<file path="config.mk">
export PLATFORM = sky130hd
export DESIGN_NAME = input_unit
export DESIGN_NICKNAME = d
export VERILOG_FILES = /design/src/rtl/input_unit.sv
export SDC_FILE = /design/constraint.sdc
export NUM_CORES = 1
export LEC_CHECK = 0
export BUFFER_PORTS_ARGS = -buffer_cell sky130_fd_sc_hd__buf_2
export CAP_MARGIN = 20
export CORE_UTILIZATION = 56
export CTS_CLUSTER_DIAMETER = 120
export DETAILED_ROUTE_END_ITERATION = 8
export GPL_ROUTABILITY_DRIVEN = 0
export PLACE_DENSITY = 0.78
export SKIP_CTS_REPAIR_TIMING = 1
export SLEW_MARGIN = 5
export SYNTH_ARGS = -nofsm -noshare
export SYNTH_HDL_FRONTEND = slang
export SYNTH_SLANG_ARGS = --single-unit
</file>
<file path="constraint.sdc">
create_clock -name clk -period 2.5 [get_ports clk]
set_input_delay 0 -clock clk [delete_from_list [all_inputs] [get_ports clk]]
set_output_delay 0 -clock clk [all_outputs]
set_load 0.02 [all_outputs]
</file>
<file path="src/rtl/input_unit.sv">
`default_nettype none
// ============================================================================
// Module      : input_unit
// Description : Router input-port flit buffer. Circular FIFO with credit
//               return pulse per pop; no write-to-head bypass.
//               Optional sticky overflow flag: INPUT_UNIT_OVERFLOW_CHECK_EN.
// Revision    : 1.0 - initial release
// ============================================================================

`ifndef ROUTER_WIDTH
`define ROUTER_WIDTH 32
`endif
`ifndef CREDIT_CNT_WIDTH
`define CREDIT_CNT_WIDTH 4
`endif
`ifndef TOT_FIFO_DEPTH
`define TOT_FIFO_DEPTH 4
`endif
`ifndef LEVEL_ROOT
`define LEVEL_ROOT 0
`endif
`ifndef DIR_LOCAL
`define DIR_LOCAL 0
`endif

module input_unit #(
    parameter int level     = `LEVEL_ROOT,
    parameter int direction = `DIR_LOCAL,
    parameter int depth     = `TOT_FIFO_DEPTH
) (
    input  logic                         clk,
    input  logic                         rst,
    input  logic [`ROUTER_WIDTH-1:0]     in_data,
    input  logic                         in_data_valid,
    input  logic                         deq,
    output logic [`ROUTER_WIDTH-1:0]     head_data,
    output logic                         head_valid,
    output logic                         credit_out,
    output logic [`CREDIT_CNT_WIDTH-1:0] occupancy
`ifdef INPUT_UNIT_OVERFLOW_CHECK_EN
    ,
    output logic                         overflow_err
`endif
);

    localparam int                 c_data_w = `ROUTER_WIDTH;
    localparam int                 c_cnt_w  = `CREDIT_CNT_WIDTH;
    localparam int                 c_ptr_w  = (depth > 1) ? $clog2(depth) : 1;
    localparam logic [c_cnt_w-1:0] c_depth  = c_cnt_w'(depth);
    localparam logic [c_ptr_w-1:0] c_last   = c_ptr_w'(depth - 1);

    // Count must be able to hold the value depth itself.
    if (depth < 2 || depth > (1 << c_cnt_w) - 1) begin : g_depth_check
        $error("input_unit: depth %0d outside 2..%0d", depth, (1 << c_cnt_w) - 1);
    end

    if (level < 0 || direction < 0) begin : g_cfg_check
        $error("input_unit: level/direction must be non-negative");
    end

    logic [c_data_w-1:0] r_mem [depth];
    logic [c_ptr_w-1:0]  r_wr_ptr;
    logic [c_ptr_w-1:0]  r_rd_ptr;
    logic [c_cnt_w-1:0]  r_count;
    logic                r_credit;

    logic w_pop;
    logic w_write;

    // A full buffer still accepts a flit when the head leaves in the same cycle.
    assign w_pop   = deq && (r_count != '0);
    assign w_write = in_data_valid && ((r_count != c_depth) || w_pop);

    always_ff @(posedge clk) begin
        if (w_write) begin
            r_mem[r_wr_ptr] <= in_data;
        end
    end

    always_ff @(posedge clk or posedge rst) begin
        if (rst) begin
            r_wr_ptr <= '0;
            r_rd_ptr <= '0;
            r_count  <= '0;
            r_credit <= 1'b0;
        end else begin
            r_credit <= w_pop;
            if (w_write) begin
                r_wr_ptr <= (r_wr_ptr == c_last) ? '0 : r_wr_ptr + 1'b1;
            end
            if (w_pop) begin
                r_rd_ptr <= (r_rd_ptr == c_last) ? '0 : r_rd_ptr + 1'b1;
            end
            case ({w_write, w_pop})
                2'b10:   r_count <= r_count + 1'b1;
                2'b01:   r_count <= r_count - 1'b1;
                default: r_count <= r_count;
            endcase
        end
    end

    assign head_valid = (r_count != '0);
    assign head_data  = r_mem[r_rd_ptr];
    assign occupancy  = r_count;
    assign credit_out = r_credit;

`ifdef INPUT_UNIT_OVERFLOW_CHECK_EN
    logic r_overflow;

    always_ff @(posedge clk or posedge rst) begin
        if (rst) begin
            r_overflow <= 1'b0;
        end else if (in_data_valid && !w_write) begin
            r_overflow <= 1'b1;
        end
    end

    assign overflow_err = r_overflow;
`endif

endmodule

`default_nettype wire

</file>
==> out/qor.txt <==
Run status - complete, but fails checks
Failing checks - DRC, hold timing
Fin crit share - 94.0%
Placed cell count - 403
Worst-Skew Late Latency - 500 ps
Fmax - 0.425 GHz
Via/cell ratio - 5.60
P per Cell Area - 1210 nW/um2
Core area - 8850 um2
CTS tree - built
Relative slew slack - 40.4%
Slew Viols, Final - 0
Clock root buffer - clkbuf_8
Power Total - 8.03 mW
Global route total overflow - 0
ANT cells - 0
Placed Area - 5730 um2
Synth Register Bits - 137
CP max FO - 6
CTS Sinks - 137
Clock transition at path regs - 60 ps
Post-layout min period - 2350 ps
Avg Synthesized Cell Area - 22.9 um2
DRT Pass-1 Iters - 6
Hold slack - -1.70 ps
Worst path arrival time - 2780 ps
Pre-CTS setup slack - 149 ps
Setup TNS - 0 ps
Async S/R FF share, synth - 6.57%
MaxCap Viol Count - 0
Total GRT Usage - 19.5%
CTS buffer count - 17
Final worst slack - 150 ps
EDFF count, synth - 128
Layout Cells excl Fill - 470
HP Class - in -> async
Worst setup EP type - register
Synthesis-to-layout area growth - 27.8%
Starting density of the core - 58.9%
Vias - 2634
Antenna-violating nets left - 0
CP required - 2930 ps
CTS Buffer Depth - 2
Largest area contributor in the netlist - edfxtp_1
Area share of the largest cell type after synthesis - 73.8%
Setup crit start kind - register
Via count of the first global-routing pass - 2572
Largest net degree at the start of global routing - 33
Clk_skew - 9.58 ps
Count of input and output buffers - 73
Die span in y - 98.4 um
First-pass GRT wire length - 13400 um
Synth top area cells - edfxtp_1 74%, mux4_2 14%, dfrtp_1 4.3%, ha_1 1.7%, inv_1 0.65%
Seq/Total Area, Yosys - 78.1%
# nets final - 393
Iter 0 DRT Violations - 132
Wire per inst - 19.7 um
Syn_nets - 271
Final instance area - 6660 um2
Fin util - 75.3%
Post-synth top flop - edfxtp_1
DRC viols - 6
Layout cells sized above 1 - 40.6%
Initial antenna violation count - 0
Io pins - 74
Die area - 9690 um2
Leak - 2.44 nW
Post-DP HPWL - 5090 um
Distinct cells, synth - 26
Final WL - 9250 um
Synth cell count leaders - 128 x edfxtp_1, 32 x mux4_2, 9 x dfrtp_1, 9 x inv_1, 7 x ha_1
Die Width - 98.4 um
Ys Warns - 0
Post-Syn Area - 5210 um2
Htree depth - 4
VDD IR-drop max - 854 uV
WS Path Type - reg -> reg
RSZ-0062 raised after global routing - false
Slew @ Worst Pin - 893 ps
Top-count cell post-synth - edfxtp_1
Mapped Cells - 227
Rows - 34
Final Setup Violations - 0
Fin. Hold Viols - 5
sequential cells by signal, summed over array words and instances, names as in the netlist:
register and cells:
r_mem 128, occupancy 4, r_rd_ptr 2, r_wr_ptr 2, credit_out 1
layer usage:
| metal | up-vias | routed length, um | share of wire, % | global-route usage (%) |
|---|---|---|---|---|
| li1 | 1179 | - | - | - |
| met3 | 9 | 437 | 4.7 | 6.60 |
| met4 | 0 | 87 | 0.94 | 6.89 |
| met1 | 1368 | 4000 | 43 | 24.5 |
| met5 | - | 0 | 0 | 0 |
| met2 | 78 | 4730 | 51 | 32.1 |
cells by family after synthesis:
kind of cell / Yosys count / synth area share, %
AO/OA/AOI/OAI: 9 / 1.59
XOR/XNOR: 4 / 0.673
adder cells (fa/ha/maj): 8 / 2.07
buffers and inverters: 17 / 1.35
flip-flops: 137 / 78.1
multiplexers: 35 / 14.4
AND/OR/NAND/NOR: 17 / 1.80
cell usage in the layout (no fill, tap or decap), types with 3 or more instances in the layout:
| cell | n |
|---|---|
| clkbuf_16 | 19 |
| dfrtp_1 | 7 |
| mux2i_1 | 3 |
| edfxtp_1 | 128 |
| xor2_1 | 3 |
| ha_1 | 7 |
| buf_2 | 73 |
| nand2_1 | 5 |
| inv_1 | 9 |
| inv_6 | 4 |
| and2_2 | 4 |
| mux4_2 | 32 |
| nor2_1 | 3 |
| dlygate4sd3_1 | 35 |
report_power, final:
group / switching (mW) / total [mW] / internal [mW]
clock: 0.925 / 2.37 / 1.44
sequential: 0.267 / 3.29 / 3.03
combinational: 1.33 / 2.37 / 1.04
area by class of cell:
| cell class | count | area [um2] |
|---|---|---|
| sequential | 137 | 4070 |
| fill | 495 | 2190 |
| multi-input combinational | 73 | 1070 |
| timing repair buffer | 111 | 763 |
| clock buffer | 23 | 510 |
| tap | 108 | 135 |
| clock inverter | 9 | 70.1 |
| inverter | 9 | 33.8 |
worst paths after layout:
path / end / slack (ps) / cells past startpoint / startpoint
worst max-delay path: occupancy[3]$_DFFE_PP0P_ / 150 / 8 / occupancy[2]$_DFFE_PP0P_
min in group clk: r_mem[3][16]$_DFFE_PP_ / 250 / 2 / in_data[16]
max in group asynchronous: occupancy[2]$_DFFE_PP0P_ / 2240 / 3 / rst
worst min-delay path: credit_out$_DFF_PP0_ / -2 / 3 / rst
worst min register to register: occupancy[3]$_DFFE_PP0P_ / 580 / 1 / occupancy[3]$_DFFE_PP0P_
worst max register to register: occupancy[3]$_DFFE_PP0P_ / 150 / 8 / occupancy[2]$_DFFE_PP0P_
critical path, cell delays in order, from the launching register on:
cell     delay (ps)
dfrtp_2         440
or4_4           550
nand3_1         160
inv_1            80
ha_1            280
a21o_1          180
a21oi_1         170
mux2i_1         230
xor2_1          180
(Power assumes the default switching activity.)
